<file path="config.mk">
export PLATFORM = sky130hd
export DESIGN_NAME = ws2812_frame_tx
export DESIGN_NICKNAME = d
export VERILOG_FILES = /design/src/rtl/ws2812_frame_tx.sv
export SDC_FILE = /design/constraint.sdc
export NUM_CORES = 1
export LEC_CHECK = 0
export BUFFER_PORTS_ARGS = -buffer_cell sky130_fd_sc_hd__clkbuf_2
export CELL_PAD_IN_SITES_DETAIL_PLACEMENT = 2
export CELL_PAD_IN_SITES_GLOBAL_PLACEMENT = 2
export CORE_MARGIN = 3
export CORE_UTILIZATION = 37
export CTS_CLUSTER_DIAMETER = 100
export DETAILED_ROUTE_END_ITERATION = 12
export PLACE_DENSITY = 0.88
export SLEW_MARGIN = 20
export SYNTH_ARGS = -nofsm -noshare
export SYNTH_HDL_FRONTEND = slang
export SYNTH_SLANG_ARGS = --single-unit
export TNS_END_PERCENT = 100
</file>
<file path="constraint.sdc">
create_clock -name clk -period 5.02 [get_ports clk]
set_input_delay 0.251 -clock clk [delete_from_list [all_inputs] [get_ports clk]]
set_output_delay 0.251 -clock clk [all_outputs]
set_load 0.01 [all_outputs]
</file>
<file path="src/rtl/ws2812_frame_tx.sv">
// ws2812_frame_tx: WS2812 strip frame serialiser.
// On start it fetches one 24-bit colour per LED and sends each one MSB-first as
// NRZ high/low pulses. It then holds dout low for the latch gap and pulses
// frame_done. All outputs are registered from next-state values computed in a
// single combinational block.
module ws2812_frame_tx #(
    parameter int unsigned NUM_LEDS     = 60,
    parameter int unsigned T0H          = 20,
    parameter int unsigned T1H          = 40,
    parameter int unsigned TBIT         = 63,
    parameter int unsigned RESET_CYCLES = 15000
) (
    input  logic        clk,
    input  logic        reset,
    input  logic        start,
    output logic        pix_req,
    output logic [5:0]  pix_addr,
    input  logic [23:0] pix_data,
    output logic        dout,
    output logic        busy,
    output logic        frame_done
);

    localparam int unsigned ADDR_W  = 6;
    localparam int unsigned PIX_W   = 24;
    localparam int unsigned BIT_W   = 5;
    localparam int unsigned MAX_CNT = (TBIT > RESET_CYCLES) ? TBIT : RESET_CYCLES;
    localparam int unsigned CNT_W   = (MAX_CNT > 1) ? $clog2(MAX_CNT) : 1;

    localparam logic [1:0] S_IDLE  = 2'd0;
    localparam logic [1:0] S_FETCH = 2'd1;
    localparam logic [1:0] S_SEND  = 2'd2;
    localparam logic [1:0] S_LATCH = 2'd3;

    logic [1:0]        state,      state_nxt;
    logic [CNT_W-1:0]  cnt,        cnt_nxt;
    logic [BIT_W-1:0]  bit_idx,    bit_idx_nxt;
    logic [PIX_W-1:0]  shreg,      shreg_nxt;
    logic [ADDR_W-1:0] addr_nxt;
    logic              req_nxt;
    logic              dout_nxt;
    logic              busy_nxt;
    logic              done_nxt;

    logic              bit_end;
    logic [CNT_W-1:0]  high_cur;
    logic [CNT_W-1:0]  high_next_bit;

    // High-time thresholds for the bit now on the wire and for the one after the shift.
    always_comb begin
        high_cur      = shreg[PIX_W-1] ? CNT_W'(T1H) : CNT_W'(T0H);
        high_next_bit = shreg[PIX_W-2] ? CNT_W'(T1H) : CNT_W'(T0H);
        bit_end       = (cnt == CNT_W'(TBIT - 1));
    end

    // State, counters and registered outputs.
    always_ff @(posedge clk) begin
        if (reset) begin
            state      <= S_IDLE;
            cnt        <= '0;
            bit_idx    <= '0;
            shreg      <= '0;
            pix_req    <= 1'b0;
            pix_addr   <= '0;
            dout       <= 1'b0;
            busy       <= 1'b0;
            frame_done <= 1'b0;
        end else begin
            state      <= state_nxt;
            cnt        <= cnt_nxt;
            bit_idx    <= bit_idx_nxt;
            shreg      <= shreg_nxt;
            pix_req    <= req_nxt;
            pix_addr   <= addr_nxt;
            dout       <= dout_nxt;
            busy       <= busy_nxt;
            frame_done <= done_nxt;
        end
    end

    // Next-state and next-output decode; dout for the coming cycle is derived from the
    // counter and bit values that cycle will hold.
    always_comb begin
        state_nxt   = state;
        cnt_nxt     = cnt;
        bit_idx_nxt = bit_idx;
        shreg_nxt   = shreg;
        addr_nxt    = pix_addr;
        req_nxt     = 1'b0;
        dout_nxt    = 1'b0;
        busy_nxt    = busy;
        done_nxt    = 1'b0;

        case (state)
            S_IDLE: begin
                busy_nxt = 1'b0;
                addr_nxt = '0;
                if (start) begin
                    state_nxt = S_FETCH;
                    req_nxt   = 1'b1;
                    addr_nxt  = ADDR_W'(1);
                    busy_nxt  = 1'b1;
                end
            end

            S_FETCH: begin
                shreg_nxt   = pix_data;
                bit_idx_nxt = BIT_W'(PIX_W - 1);
                cnt_nxt     = '0;
                state_nxt   = S_SEND;
                dout_nxt    = (CNT_W'(0) < (pix_data[PIX_W-1] ? CNT_W'(T1H) : CNT_W'(T0H)));
            end

            S_SEND: begin
                if (!bit_end) begin
                    cnt_nxt  = cnt + CNT_W'(1);
                    dout_nxt = ((cnt + CNT_W'(1)) < high_cur);
                end else if (bit_idx != '0) begin
                    cnt_nxt     = '0;
                    shreg_nxt   = {shreg[PIX_W-2:0], 1'b0};
                    bit_idx_nxt = bit_idx - BIT_W'(1);
                    dout_nxt    = (CNT_W'(0) < high_next_bit);
                end else if (pix_addr < ADDR_W'(NUM_LEDS)) begin
                    // Fetch cycle adds one extra low cycle to this LED's last bit.
                    cnt_nxt   = '0;
                    addr_nxt  = pix_addr + ADDR_W'(1);
                    req_nxt   = 1'b1;
                    state_nxt = S_FETCH;
                end else begin
                    cnt_nxt   = '0;
                    addr_nxt  = '0;
                    state_nxt = S_LATCH;
                end
            end

            S_LATCH: begin
                addr_nxt = '0;
                if (cnt == CNT_W'(RESET_CYCLES - 1)) begin
                    cnt_nxt   = '0;
                    state_nxt = S_IDLE;
                    busy_nxt  = 1'b0;
                    done_nxt  = 1'b1;
                end else begin
                    cnt_nxt = cnt + CNT_W'(1);
                end
            end

            default: begin
                state_nxt = S_IDLE;
                addr_nxt  = '0;
                busy_nxt  = 1'b0;
            end
        endcase
    end

endmodule

</file>
Word level (Yosys, flattened, before mapping)
Index checks and enable logic that the tools add are counted.

storage, ports and cells
  register bits after elaboration = 55
  word-level logic and storage cells = 72
  output and inout port bits = 10
  bits of input ports = 27

cells by class
  mux-type cells = 34
  $lt $le $gt $ge = 4
  reduce and logical (&&, ||, !) cells = 11
  add/subtract/negate cells = 3
  equal/unequal tests = 10
  bitwise operators = 1

operators with widths
  operator                                           count
  two-way mux 24 bit                                 2
  one-hot mux 24 bit (2 select lines)                1
  one-hot mux 14 bit (3 select lines)                1
  two-way mux 6 bit                                  6
  two-way mux 14 bit                                 2
  one-hot mux 6 bit (3 select lines)                 1
  adder 14 x 1 -> 14 bit, second input constant      1
  == test 14 bit, second input constant              1
  == test 14 x 6 -> 1 bit, second input constant     1
  < comparator 14 x 6 -> 1 bit                       1
  < comparator 1 x 6 -> 1 bit, first input constant  2
  two-way mux 2 bit                                  5
  two-way mux 5 bit                                  2
  inequality test 2 bit, second input constant       5
  one-hot mux 5 bit (2 select lines)                 1
  two-way mux 1 bit                                  9
  one-hot mux 2 bit (4 select lines)                 1
  adder 6 x 1 -> 6 bit, second input constant        1
  < comparator 6 bit, second input constant          1
  one-hot mux 1 bit (2 select lines)                 3
  AND reduction 3 bit                                2
  nonzero test 3 bit                                 2
  nonzero test 5 bit                                 1
  subtractor 5 x 1 -> 5 bit, second input constant   1
  8 further kinds                                    10

Depth between registers and ports, before layout
Gate-level depths: netlist of run 1.

  word-level depth = 5
  gate-level depth with buffers = 9
  depth with buffers taken out = 8

Least setup slack after synthesis of run 1
OpenSTA, ideal clock, no wires.

  path type = reg-to-reg
  from = register cnt[1]
  to = register state[1]
  setup slack = 2,954 ps
  library setup time = 71 ps
  required time = 4,949 ps
  cell stages (with the launch flop) = 8
  data arrival time = 1,995 ps
  clock period less this slack = 2,066 ps
  buffers on the path = 1
  cell sequence = dfxtp_1 -> ha_1 -> clkbuf_1 -> nand4b_1 -> o41ai_4 -> o21ai_2 -> or4_1 -> a21oi_1

on the way
  word-level cells in the longest chain between the ends = 3
  elaborated cells on any way between the ends = 5
  classes of those cells = eq/ne: 4; reduce/logical: 1

RTL lines
  element                                                    RTL line  text
  from (decl)                                                36        logic [CNT_W-1:0] cnt, cnt_nxt;
  from (signal assigned)                                     70        cnt <= cnt_nxt;
  == test 14 bit or == test 14 x 6 -> 1 bit (tied branches)  138, 53
  inequality test 2 bit (no line)                            --
  AND reduction 4 bit (no line) *                            --
  to (signal assigned)                                       69        state <= state_nxt;
  to (decl)                                                  35        logic [1:0] state, state_nxt;

Every way passes the cells marked *; elsewhere a longest branch is shown, timed or not.
A chain may end at the register's enable or synchronous reset.

Final worst setup path of run 1
  from = register state[0]
  to = register cnt[11]

on the way
  word-level cells in the longest chain between the ends = 2
  elaborated cells on any way between the ends = 5
  classes of those cells = eq/ne: 3; mux: 1; reduce/logical: 1

RTL lines
  element                                                                    RTL line  text
  == test 2 bit or == test 2 x 1 -> 1 bit (tied branches)                    94        case (state)
  one-hot mux 14 bit (3 select lines) or nonzero test 3 bit (tied branches)  --

Several ways; a longest one is shown, not always the timed one.

==> impl_results.md, run 1 <==
- Critical path endpoint category: register
- Antenna violations before repair: 0
- Dpl cell area: 3227 um2
- Die area: 9251 um2
- Total routed wirelength: 8.601 mm
- # IOs: 37
- Commonest non-fill, non-tap cell in the layout: dfxtp_1
- Pin count of the biggest net entering global routing: 48
- Pre-antenna DRT Iters: 4
- RSZ-0062 raised after global routing: false
- Setup-failing EPs final: 0
- Worst EP required: 5.26 ns
- Mapped Avg Cell Area: 8.429 um2
- CP max stage cell: or4_1
- CTS tree: built
- Clock Latency Late Sink: 0.32 ns
- Mapped Cells: 357
- Starting Density: 38.54%
- Slew HR: 42.98%
- Hold crit path type: primary input to register
- WL/cell: 17.88 um
- Detailed Place HPWL: 6.142 mm
- IO Port Bufs: 36
- Status: finished, final reports clean
- Fraction of layout cells with a size suffix above 1: 14.25%
- Post-CTS Setup Bufs: 0
- Top cells by area, synth: dfxtp_1, mux2i_1, a211oi_1, ha_1, nor2_1
- Sw frac: 39.76%
- Netlist cell types: 52
- Max cap viols: 0
- Least-Margin Pin Slew: 0.8434 ns
- Maximum fanout along the worst path: 27
- Worst vdd ir: 0.1862 mV
- CP max stage delay: 0.48 ns
- Post-synthesis cell area: 3009 um2
- Top cell type's share of synthesized area: 36.59%
- Vias in the first global route: 2917
- Post-CTS sizing: 0
- CP Data Arrival Time: 2.96 ns
- NumNets Final: 418
- Min Clock Period, post-route: 2.712 ns
- Via count: 2738
- Initial DRC count: 72
- Number of synthesized flops with an enable pin: 0
- Ys Warns: 0
- Max Fclk: 368.7 MHz
- Antenna viol nets, final: 0
- Internal: 0.8669 mW
- Synth Register Bits: 55
- Total track usage: 19.58%
- Seq pwr share: 42.7%
- Clk sinks: 55
- Die H: 96.18 um
- Most frequent CP cell: inv_1
- CP Class: register to register
- Combinational Power Share: 38.3%
- Clk Tree Root Cell: clkbuf_8
- Setup Skew: 0.01101 ns
- Dominant cell type by area after synthesis: dfxtp_1
- Htree depth: 2
- Area Overhead vs Synth: 10.52%
- Final instance area: 3326 um2
- Clock Power Share: 19.0%
- # rows: 32
- Filler cell count: 925
- First-pass GRT wire length: 14.19 mm
- Hold_buf cts: 0
- Period utilization: 54.03%
- Commonest non-fill, non-tap cells in the layout: dfxtp_1, nor2_1, clkbuf_2
- Syn Nets: 397
- Total CTS buffers: 5
- Cells along the critical path: inv_1 > ha_1 > buf_4 > inv_1 > a41o_1 > and2_2 > or4_1 > a31oi_1
- Top FF cell, synth: dfxtp_1
- Post-synth ARST share: 0%
- Fin. Hold Viols: 0
- GRT overflow: 0
- Pleak: 1.182 nW
- Fin Setup TNS: 0 ns
- Die W: 96.18 um
- Vias/cell: 5.692
- Final Max Slew Viols: 0
- Post-route DRC: 0
- Max clock buf depth: 2
- Antenna diodes: 0
- Core box area: 7807 um2
- P_sw: 0.5722 mW
- Post-synthesis sequential area ratio: 36.59%
- Power per Cell Area: 432.7 nW/um2
- Gp weighted congestion: 0.8098
- Worst Setup Start Kind: register
- CTS clk-pin slew, worst paths: 0.11 ns
-- sequential cells by signal (all words and copies together) (netlist names) --
signal,count
shreg,24
cnt,14
state,2
bit_idx,5
busy,1
dout,1
pix_req,1
frame_done,1
pix_addr,6
-- final cells by class --
type	instances	area, um2	share of cell area, %
Tap cell	102	127.6	3.837
Clock inverter	2	16.27	0.4891
Sequential cell	55	1101	33.11
Inverter	14	52.55	1.580
Clock buffer	6	82.58	2.483
Multi-Input combinational cell	263	1743	52.41
Timing Repair Buffer	39	202.7	6.095
-- synth_stat cells, types with 6 or more instances --
library cell and instances:
a31oi_1 6, nand3_1 12, clkbuf_1 15, o21ai_0 13, a211oi_1 25, a21oi_1 20, mux2i_1 24, inv_1 14
nor3_1 8, nor2_1 43, dfxtp_1 55, buf_2 9, ha_1 13, nand2_1 24
-- power by group through the flow --
stage	logic (mW)	registers [mW]	clock network (mW)
after floorplan	0.418	0.605	0
after global placement	0.511	0.615	0
after detailed placement	0.551	0.624	0
after CTS	0.558	0.615	0.283
after global routing	0.627	0.630	0.299
final	0.551	0.614	0.273
-- worst paths after layout --
| kind | from | endpoint | slack (ns) | depth (start not counted) |
|---|---|---|---|---|
| hold / removal | pix_data[0] | shreg[0] | 0.18 | 3 |
| setup reg to reg | state[0] | cnt[11] | 2.31 | 8 |
| hold reg to reg | busy | busy | 0.50 | 2 |
| setup / recovery | state[0] | cnt[11] | 2.31 | 8 |
-- worst max-delay path: cells and delay by family (launching register included) --
family                   cells  cell delay [ns]
flip-flops                   1             0.35
buffers and inverters        3             0.78
AO/OA/AOI/OAI                2             0.50
AND/OR/NAND/NOR              2             0.75
adder cells (fa/ha/maj)      1             0.24
-- per-layer routing --
layer | global-route usage (%) | vias up | wire (um)
met4 | 7.346 | 0 | 113
met3 | 3.518 | 9 | 292
met5 | 0 | - | 0
met1 | 25.10 | 1346 | 3958
li1 | - | 1337 | -
met2 | 32.55 | 46 | 4237
-- kinds of logic (layout without fill, tap and decap cells) --
kind of cell,count (synthesis),count (layout),synth area share (%)
simple gates,131,131,21.91
flops,55,55,36.59
xor+xnor,8,8,2.329
fa+ha+maj,13,13,5.406
mux,25,25,8.358
buf+inv,39,61,5.488
compound gates,86,86,19.92
-- through the flow --
| step | total power, mW | instances | setup slack (ns) | hold slack, ns | util, % |
|---|---|---|---|---|---|
| final | 1.439 | 481 | 2.308 | 0.1839 | 42.60 |
| after global routing | 1.556 | 481 | 2.027 | 0.1990 | 42.60 |
| after CTS | 1.457 | 481 | 2.298 | 0.1781 | 42.60 |
| after detailed placement | 1.174 | 473 | 2.325 | 0.4896 | 41.33 |
| after global placement | 1.126 | 473 | 2.515 | 0.4749 | 41.33 |
| after floorplan | 1.023 | 357 | 2.954 | 0.3937 | - |
(Power assumes the default switching activity.)
==> inputs of run 2 (changes only) <==
--- a/config.mk
+++ b/config.mk
@@ -9,10 +9,10 @@
 export CELL_PAD_IN_SITES_DETAIL_PLACEMENT = 2
 export CELL_PAD_IN_SITES_GLOBAL_PLACEMENT = 2
 export CORE_MARGIN = 3
-export CORE_UTILIZATION = 37
+export CORE_UTILIZATION = 35
 export CTS_CLUSTER_DIAMETER = 100
 export DETAILED_ROUTE_END_ITERATION = 12
-export PLACE_DENSITY = 0.88
+export PLACE_DENSITY = 0.85
 export SLEW_MARGIN = 20
 export SYNTH_ARGS = -nofsm -noshare
 export SYNTH_HDL_FRONTEND = slang
==> constraint.sdc (replaced) <==
create_clock -name clk -period 2.8 [get_ports clk]
set_input_delay 0.14 -clock clk [delete_from_list [all_inputs] [get_ports clk]]
set_output_delay 0.14 -clock clk [all_outputs]
set_load 0.01 [all_outputs]
==> run 2 against run 1 <==
Compared with the run above:
- flip-flop and latch count unchanged
- clock skew about the same
- combinational power up 81%
- via count down 0.40%
- sequential share of layout area down 0.22 points
- critical endpoint is now state[1]
==> impl_results.md, run 2 (synthesis results as in run 1) <==
- Die W: 98.72 um
- Core box area: 8299 um2
- Post-CTS Setup Bufs: 0
- CP max stage cell: or4_1
- Die area: 9746 um2
- Worst EP required: 3.04 ns
- Total routed wirelength: 8.448 mm
- Maximum fanout along the worst path: 8
- Starting Density: 36.26%
- Max clock buf depth: 2
- Period utilization: 86.10%
- # IOs: 37
- Worst Setup Start Kind: register
- Power per Cell Area: 773.3 nW/um2
- WL/cell: 17.38 um
- Max Fclk: 414.8 MHz
- Slew HR: 52.56%
- Critical path endpoint category: register
- Setup Skew: 0.01065 ns
- Reg2reg start: cnt[1]
- Critical path origin: cnt[1]
- RSZ-0062 raised after global routing: false
- Pleak: 1.197 nW
- Worst vdd ir: 0.3385 mV
- Total CTS buffers: 5
- Hold path start: pix_data[0]
- Placed Cells incl. Taps: 478
- Hold_buf cts: 0
- Min Clock Period, post-route: 2.411 ns
- Post-CTS sizing: 0
- Die H: 98.72 um
- Hold Crit Endpoint: shreg[0]
- First-pass GRT wire length: 14.84 mm
- Antenna violations before repair: 0
- Vias in the first global route: 2968
- Final Max Slew Viols: 0
- CP max stage delay: 0.50 ns
- Clk Tree Root Cell: clkbuf_8
- Fraction of layout cells with a size suffix above 1: 14.70%
- Final Core Density: 40.34%
- Antenna diodes: 0
- Initial DRC count: 52
- Via count: 2727
- Slack of the worst reg-to-reg path: 0.39 ns
- Gp weighted congestion: 0.8826
- Largest register FFs: 24
- CP Class: register to register
- Detailed Place HPWL: 6.317 mm
- Status: finished, final reports clean
- Final Non-Filler Cells: 486
- Total track usage: 18.22%
- CP Data Arrival Time: 2.65 ns
- Worst R2R End: state[1]
- Vias/cell: 5.611
- Clk sinks: 55
- CTS tree: built
- Htree depth: 2
- NumNets Final: 420
- Fin Setup TNS: 0 ns
- Post-route DRC: 0
- GRT overflow: 0
- Commonest non-fill, non-tap cells in the layout: dfxtp_1, nor2_1, clkbuf_2
- Worst hold slack: 0.1225 ns
- Hold depth: 3
- Commonest non-fill, non-tap cell in the layout: dfxtp_1
- Setup-failing EPs final: 0
- Largest regs: shreg (24), cnt (14), pix_addr (6)
- CTS clk-pin slew, worst paths: 0.11 ns
- Cells along the critical path: ha_1 > nand4b_1 > o41ai_4 > o21ai_2 > or4_1 > a21oi_1
- Fin. Hold Viols: 0
- Max cap viols: 0
- Antenna viol nets, final: 0
- Top reg by flops: shreg
- Least-Margin Pin Slew: 0.7116 ns
- IO Port Bufs: 36
- Pin count of the biggest net entering global routing: 48
- Reg2reg path depth: 6
- Total Power: 2.589 mW
- Clock Latency Late Sink: 0.31 ns
- Hold crit path type: primary input to register
- # rows: 33
- Area Overhead vs Synth: 11.27%
- Pre-antenna DRT Iters: 4
run 2: cell count changes in the layout (fill, tap and decap cells not counted), sizes merged:
cell and delta:
inv +1, clkinvlp -1, buf +2
run 2: routing by layer:
layer / global-route usage (%) / wire length, um / vias up
li1: - / - / 1339
met1: 24.38 / 3888 / 1339
met2: 31.20 / 4203 / 43
met3: 2.972 / 277 / 6
met4: 3.571 / 78 / 0
met5: 0 / 0 / -
run 2: cell type report:
type / count / area (um2)
multi-input combinational: 263 / 1743
inverter: 14 / 52.55
timing repair buffer: 41 / 217.7
clock buffer: 6 / 82.58
sequential: 55 / 1101
fill: 956 / 4951
tap: 105 / 131.4
clock inverter: 2 / 20.02
run 2: worst max-delay path by stage:
stage / end / slack (ns) / depth (start not counted)
after floorplan: state[1] / 0.73 / 7
after global placement: state[1] / 0.50 / 6
after detailed placement: state[1] / 0.42 / 6
after CTS: state[1] / 0.37 / 6
after global routing: shreg[4] / 0.09 / 6
final: state[1] / 0.39 / 6
run 2: worst max-delay path: cells and delay by family, from the launching register on:
family,cells,cell delay (ns)
AND/OR/NAND/NOR,2,0.77
AO/OA/AOI/OAI,3,0.75
flip-flops,1,0.44
adder cells (fa/ha/maj),1,0.39
run 2: report_power, final:
part           leakage [nW]  internal [mW]  switching [mW]
registers             0.449          0.972           0.128
clock network        0.0533          0.209           0.283
logic                 0.694          0.393           0.603
run 2: per-stage QoR:
stage               setup slack (ns)  instance area, um2
floorplan                     0.7344                3009
global placement              0.4985                3246
detailed placement            0.4221                3246
CTS                           0.3716                3348
global route                 0.08985                3348
finish                        0.3891                3348
